**src/rtl/alu_cmd_frontend.sv**
```systemverilog
// Byte-stream command front end: assembles header + operand frames and issues one
// registered single-cycle enable per complete frame to the matching ALU unit.
module alu_cmd_frontend #(
  parameter int unsigned WIDTH   = 16,
  parameter int unsigned TIMEOUT = 255
) (
  input  logic             clock,
  input  logic             rest,
  input  logic [7:0]       rx_data,
  input  logic             rx_valid,
  output logic             rx_ready,
  output logic [WIDTH-1:0] A,
  output logic [WIDTH-1:0] B,
  output logic [3:0]       ALU_FUN,
  output logic             Arith_enble,
  output logic             Logic_enble,
  output logic             CMP_enble,
  output logic             Shift_enble,
  output logic             cmd_done,
  output logic             frame_err
);

  localparam int unsigned N       = WIDTH / 8;
  localparam int unsigned IdxW    = (N > 1) ? $clog2(N) : 1;
  localparam logic [IdxW-1:0] IdxLast     = IdxW'(N - 1);
  // Timeout fires on the idle cycle that would bring the counter to TIMEOUT.
  localparam logic [15:0]     TimeoutLast = 16'(TIMEOUT - 1);

  typedef enum logic [2:0] {StIdle, StOpa, StOpb, StIssue, StWait} state_e;

  state_e           state_q, state_d;
  logic [IdxW-1:0]  idx_q, idx_d;
  logic [15:0]      tcnt_q, tcnt_d;
  logic [WIDTH-1:0] sh_a_q, sh_a_d;
  logic [WIDTH-1:0] sh_b_q, sh_b_d;
  logic [3:0]       sh_fun_q, sh_fun_d;
  logic [WIDTH-1:0] a_q, a_d;
  logic [WIDTH-1:0] b_q, b_d;
  logic [3:0]       fun_q, fun_d;
  logic [3:0]       en_q, en_d;
  logic             cmd_done_q, cmd_done_d;
  logic             frame_err_q, frame_err_d;
  logic             rx_open;
  logic             xfer;

  assign rx_open  = (state_q == StIdle) || (state_q == StOpa) || (state_q == StOpb);
  assign rx_ready = rx_open && !rest;
  assign xfer     = rx_valid && rx_open;

  always_comb begin
    state_d     = state_q;
    idx_d       = idx_q;
    tcnt_d      = tcnt_q;
    sh_a_d      = sh_a_q;
    sh_b_d      = sh_b_q;
    sh_fun_d    = sh_fun_q;
    a_d         = a_q;
    b_d         = b_q;
    fun_d       = fun_q;
    en_d        = 4'b0000;
    cmd_done_d  = 1'b0;
    frame_err_d = 1'b0;

    unique case (state_q)
      StIdle: begin
        if (xfer) begin
          if (rx_data[7:4] == 4'hA) begin
            sh_fun_d = rx_data[3:0];
            idx_d    = '0;
            tcnt_d   = '0;
            state_d  = StOpa;
          end else begin
            frame_err_d = 1'b1;
          end
        end
      end
      StOpa: begin
        if (xfer) begin
          for (int unsigned i = 0; i < N; i++) begin
            if (idx_q == IdxW'(i)) sh_a_d[8*i +: 8] = rx_data;
          end
          tcnt_d = '0;
          if (idx_q == IdxLast) begin
            idx_d   = '0;
            state_d = StOpb;
          end else begin
            idx_d = idx_q + 1'b1;
          end
        end else if (tcnt_q == TimeoutLast) begin
          tcnt_d      = '0;
          frame_err_d = 1'b1;
          state_d     = StIdle;
        end else begin
          tcnt_d = tcnt_q + 16'd1;
        end
      end
      StOpb: begin
        if (xfer) begin
          for (int unsigned i = 0; i < N; i++) begin
            if (idx_q == IdxW'(i)) sh_b_d[8*i +: 8] = rx_data;
          end
          tcnt_d = '0;
          if (idx_q == IdxLast) begin
            idx_d   = '0;
            state_d = StIssue;
            // Outputs and the enable are registered on the edge entering ISSUE.
            a_d     = sh_a_q;
            b_d     = sh_b_d;
            fun_d   = sh_fun_q;
            en_d    = 4'b0001 << sh_fun_q[3:2];
          end else begin
            idx_d = idx_q + 1'b1;
          end
        end else if (tcnt_q == TimeoutLast) begin
          tcnt_d      = '0;
          frame_err_d = 1'b1;
          state_d     = StIdle;
        end else begin
          tcnt_d = tcnt_q + 16'd1;
        end
      end
      StIssue: begin
        cmd_done_d = 1'b1;
        state_d    = StWait;
      end
      StWait: begin
        state_d = StIdle;
      end
      default: begin
        state_d = StIdle;
      end
    endcase
  end

  always_ff @(posedge clock) begin
    if (rest) begin
      state_q     <= StIdle;
      idx_q       <= '0;
      tcnt_q      <= '0;
      sh_a_q      <= '0;
      sh_b_q      <= '0;
      sh_fun_q    <= '0;
      a_q         <= '0;
      b_q         <= '0;
      fun_q       <= '0;
      en_q        <= '0;
      cmd_done_q  <= 1'b0;
      frame_err_q <= 1'b0;
    end else begin
      state_q     <= state_d;
      idx_q       <= idx_d;
      tcnt_q      <= tcnt_d;
      sh_a_q      <= sh_a_d;
      sh_b_q      <= sh_b_d;
      sh_fun_q    <= sh_fun_d;
      a_q         <= a_d;
      b_q         <= b_d;
      fun_q       <= fun_d;
      en_q        <= en_d;
      cmd_done_q  <= cmd_done_d;
      frame_err_q <= frame_err_d;
    end
  end

  assign A           = a_q;
  assign B           = b_q;
  assign ALU_FUN     = fun_q;
  assign Arith_enble = en_q[0];
  assign Logic_enble = en_q[1];
  assign CMP_enble   = en_q[2];
  assign Shift_enble = en_q[3];
  assign cmd_done    = cmd_done_q;
  assign frame_err   = frame_err_q;

endmodule

```
**config.mk**
```make
export PLATFORM = sky130hd
export DESIGN_NAME = alu_cmd_frontend
export DESIGN_NICKNAME = d
export VERILOG_FILES = /design/src/rtl/alu_cmd_frontend.sv
export SDC_FILE = /design/constraint.sdc
export NUM_CORES = 1
export LEC_CHECK = 0
export CORE_MARGIN = 8
export CORE_UTILIZATION = 32
export DETAILED_ROUTE_END_ITERATION = 6
export PLACE_DENSITY_LB_ADDON = 0.05
export SETUP_SLACK_MARGIN = 0.1
export SKIP_LAST_GASP = 1
export SYNTH_ARGS = -nofsm -noshare
export SYNTH_HDL_FRONTEND = slang
export SYNTH_SLANG_ARGS = --single-unit
export TNS_END_PERCENT = 30
```
**constraint.sdc**
```tcl
create_clock -name clock -period 1.8 [get_ports clock]
set_input_delay 0.18 -clock clock [delete_from_list [all_inputs] [get_ports clock]]
set_output_delay 0.18 -clock clock [all_outputs]
set_load 0.01 [all_outputs]
```
==> run_results.csv <==
group,metric,value,unit
status,status,"finished, final reports clean",
timing,tightest_slew,0.443,ns
placement,dpl.hpwl,6630,microns
timing,period_minus_slack,1.73,ns
routing,dr.pass1.iters,4,
cells_and_area,area_growth,35.5,%
routing,drc_errors,0,
clocking,cts.path.max_buffers,2,
setup_path,cp.depth,6,
logic_synthesis,synth_flop_cell,"dfxtp_1",
timing,slew_headroom,70.4,%
setup_path,slowest_delay,0.50,ns
logic_synthesis,ys_warn_count,0,
timing,setup_viol,0,
grt,grt_pass1_vias,2947,
die,core,0.0113,sq mm
cells_and_area,drive_gt1_share,17.1,%
logic_synthesis,synth.largest_area_cell,"dfxtp_1",
placement,place.gp.congestion,0.762,
routing,wl_met3,423,microns
setup_path,cp_cell_sequence,"buf_4, nor3b_4, a22oi_2, buf_12, or4_1, a21oi_2",
timing,fin_crit_sh,96.1,%
clocking,clkLatencyLatePin,0.34,ns
logic_synthesis,ys_seq_elements,90,
grt,grt_max_degree,42,
clocking,cts.sinks,90,
timing,final_hold_viol_count,0,
grt,grt_usage,13.0,%
flow_run,max_cap_violations,0,
setup_path,endpoint,"tcnt_q[14]",
setup_path,ff2ff_path_depth,6,
die,die_w,123,microns
routing,drt-wirelength-per-cell,15.3,microns
setup_path,ff2ff_setup_slack,0.07,ns
timing,rsz0062_at_grt,"true",
grt,grt_pass1_wl,15400,microns
die,io_pins,54,
clocking,clockRootBuffer,"clkbuf_16",
die,die_area,0.0151,sq mm
clocking,h-tree-depth,3,
setup_path,crit_fanout,16,
power_and_ir_drop,p_leak,0.00178,uW
setup_path,crit_buf_inv,2,
power_and_ir_drop,ir_worst_vdd,0.677,mV
setup_path,cpMaxStageDelayCell,"or4_1",
logic_synthesis,synth_edf_count,0,
routing,routed_wl,9820,microns
logic_synthesis,avgSynthCellArea,8.87,sq um
min_path,min-delay-path-class,"input port to register",
logic_synthesis,synthesis.area,0.00366,sq mm
timing,setup_ws,0.0703,ns
grt,antenna_found_initial,0,
cells_and_area,fillers,1087,
clocking,cts-hold-fix-buffers,0,
setup_path,crit_path_end_kind,"register",
grt,grt-ovfl-total,0,
routing,met2_length,4600,microns
setup_path,crit_family,"simple AND/OR/NAND/NOR gates",
logic_synthesis,ys_async_sr_fraction,0,%
cells_and_area,n_antenna_cell,0,
setup_path,cp-start-kind,"register",
logic_synthesis,synth_top_cell_area_share,49.2,%
logic_synthesis,syn_nets,426,
clocking,cts_tree,"yes",
setup_path,timing.rr.end,"tcnt_q[14]",
routing,viasPerCell,4.94,
setup_path,worstPathRequired,2.08,ns
logic_synthesis,synth.area.top_cells,"dfxtp_1 (49%), nand2_1 (8.6%), mux2i_1 (7.7%)",
die,die_h,123,microns
power_and_ir_drop,p_total,3950,uW
routing,vias,3161,
routing,highest_layer,"met4",
setup_path,critPathArrivalTime,2.01,ns
min_path,whs_path_depth,3,
routing,wl_met1,4670,microns
logic_synthesis,synthCells,413,
die,rows,39,
power_and_ir_drop,power.density,797,mW/mm^2
setup_path,critPathLaunch,"state_q[0]",
placement,place.port_buffers,53,
die,initial_utilization,32.5,%
clocking,cts_buffers,9,
clocking,clk_pin_slew,0.06,ns
timing,maxSlewViolCount,0,
logic_synthesis,synth_cell_types,55,
placement,post-place-ws,-0.244,ns
timing,fmax,578,MHz
routing,drt_iter0_drc,239,
setup_path,reg2reg_from,"state_q[0]",
timing,fin_skew,0.00891,ns
setup_path,critPathKind,"register to register",
cells_and_area,nNetsFinal,505,
routing,ant_nets,0,
logic_synthesis,ys_seq_area_share,49.2,%
state kept, by name, indices dropped and copies added, names as in the netlist, 3 cells and up:
| register | count |
|---|---|
| A | 16 |
| ALU_FUN | 4 |
| B | 16 |
| en_q | 4 |
| sh_a_q | 16 |
| sh_b_q | 8 |
| sh_fun_q | 4 |
| state_q | 3 |
| tcnt_q | 16 |
final cells by class:
type	instances	area [sq um]	share of cell area, %
Inverter	4	15.0	0.303
Sequential cell	90	1810	36.5
Clock inverter	5	36.3	0.731
Multi-Input combinational cell	289	1770	35.6
Timing Repair Buffer	98	912	18.4
Clock buffer	11	243	4.89
Tap cell	143	179	3.61
routing by layer:
metal / up-vias / GRT usage (%)
met2: 54 / 20.4
met4: 0 / 3.84
met1: 1494 / 16.6
met5: - / 0
li1: 1603 / -
met3: 10 / 4.38
cell families after synthesis:
kind of cell               after synthesis  share of synthesized area, %
and+or+nand+nor                        176                          23.6
DFF                                     90                          49.2
muxes                                   28                          7.65
adders and majority gates                2                         0.683
xor gates and xnor gates                 3                         0.922
AOI/OAI and AO/OA                       80                          13.4
buffers and inverters                   34                          4.54
worst min-delay path by stage:
stage                           start    endpoint  slack, ns
after floorplan            rx_data[2]       B[10]       0.32
after global placement          B[11]       B[11]       0.44
after detailed placement  sh_fun_q[1]  ALU_FUN[1]       0.45
after CTS                        rest  tcnt_q[12]       0.21
after global routing             rest  tcnt_q[12]       0.25
final                            rest  tcnt_q[12]       0.25
power breakdown:
part           total (uW)  internal, uW  leakage, uW  switching, uW
Clock                1780           984     0.000141            794
Combinational         174          78.3     0.000915           95.3
Sequential           2000          2000     0.000727           5.66
timing repair:
action,4_1_cts,5_1_grt
setup endpoints to repair,58,39
buffers inserted,1,4
pin swaps,1,5
resized for setup,3,15
endpoints found under the hold margin,0,0
cell usage after synthesis, types with 5 or more instances:
master and count:
o31ai_1 5, and3_1 5, mux2i_1 28, nand3_1 10, nand2_1 84, clkbuf_1 16
a21oi_1 47, or4_1 8, o21ai_0 5, nor3_1 5, nor2_1 30, dfxtp_1 90
buf_2 6
stage by stage:
stage | util, % | hold slack [ns] | setup TNS [ns] | cells | area (sq um)
6_report | 44.0 | 0.247 | 0 | 640 | 4960
5_1_grt | 44.0 | 0.248 | 0 | 640 | 4960
4_1_cts | 43.2 | 0.213 | 0 | 636 | 4860
3_5_place_dp | 40.5 | 0.447 | -2.12 | 619 | 4570
3_3_place_gp | 40.5 | 0.443 | -2.12 | 619 | 4570
2_1_floorplan | - | 0.316 | 0 | 413 | 3660
worst register-to-register path: stages (launching register included):
cell     delay, ns
dfxtp_4       0.37
buf_4         0.14
nor3b_4       0.23
a22oi_2       0.12
buf_12        0.17
or4_1         0.50
a21oi_2       0.15
placed cells by master (no fill, tap or decap), types with 5 or more instances in the layout:
master,instances
nand2_1,84
mux2i_1,28
nor2_1,30
nand3_1,10
o21ai_0,5
or4_1,7
a21oi_1,44
clkdlybuf4s50_1,51
buf_4,41
o31ai_1,5
dfxtp_1,86
and3_1,5
clkbuf_16,9
(Power assumes the default switching activity.)
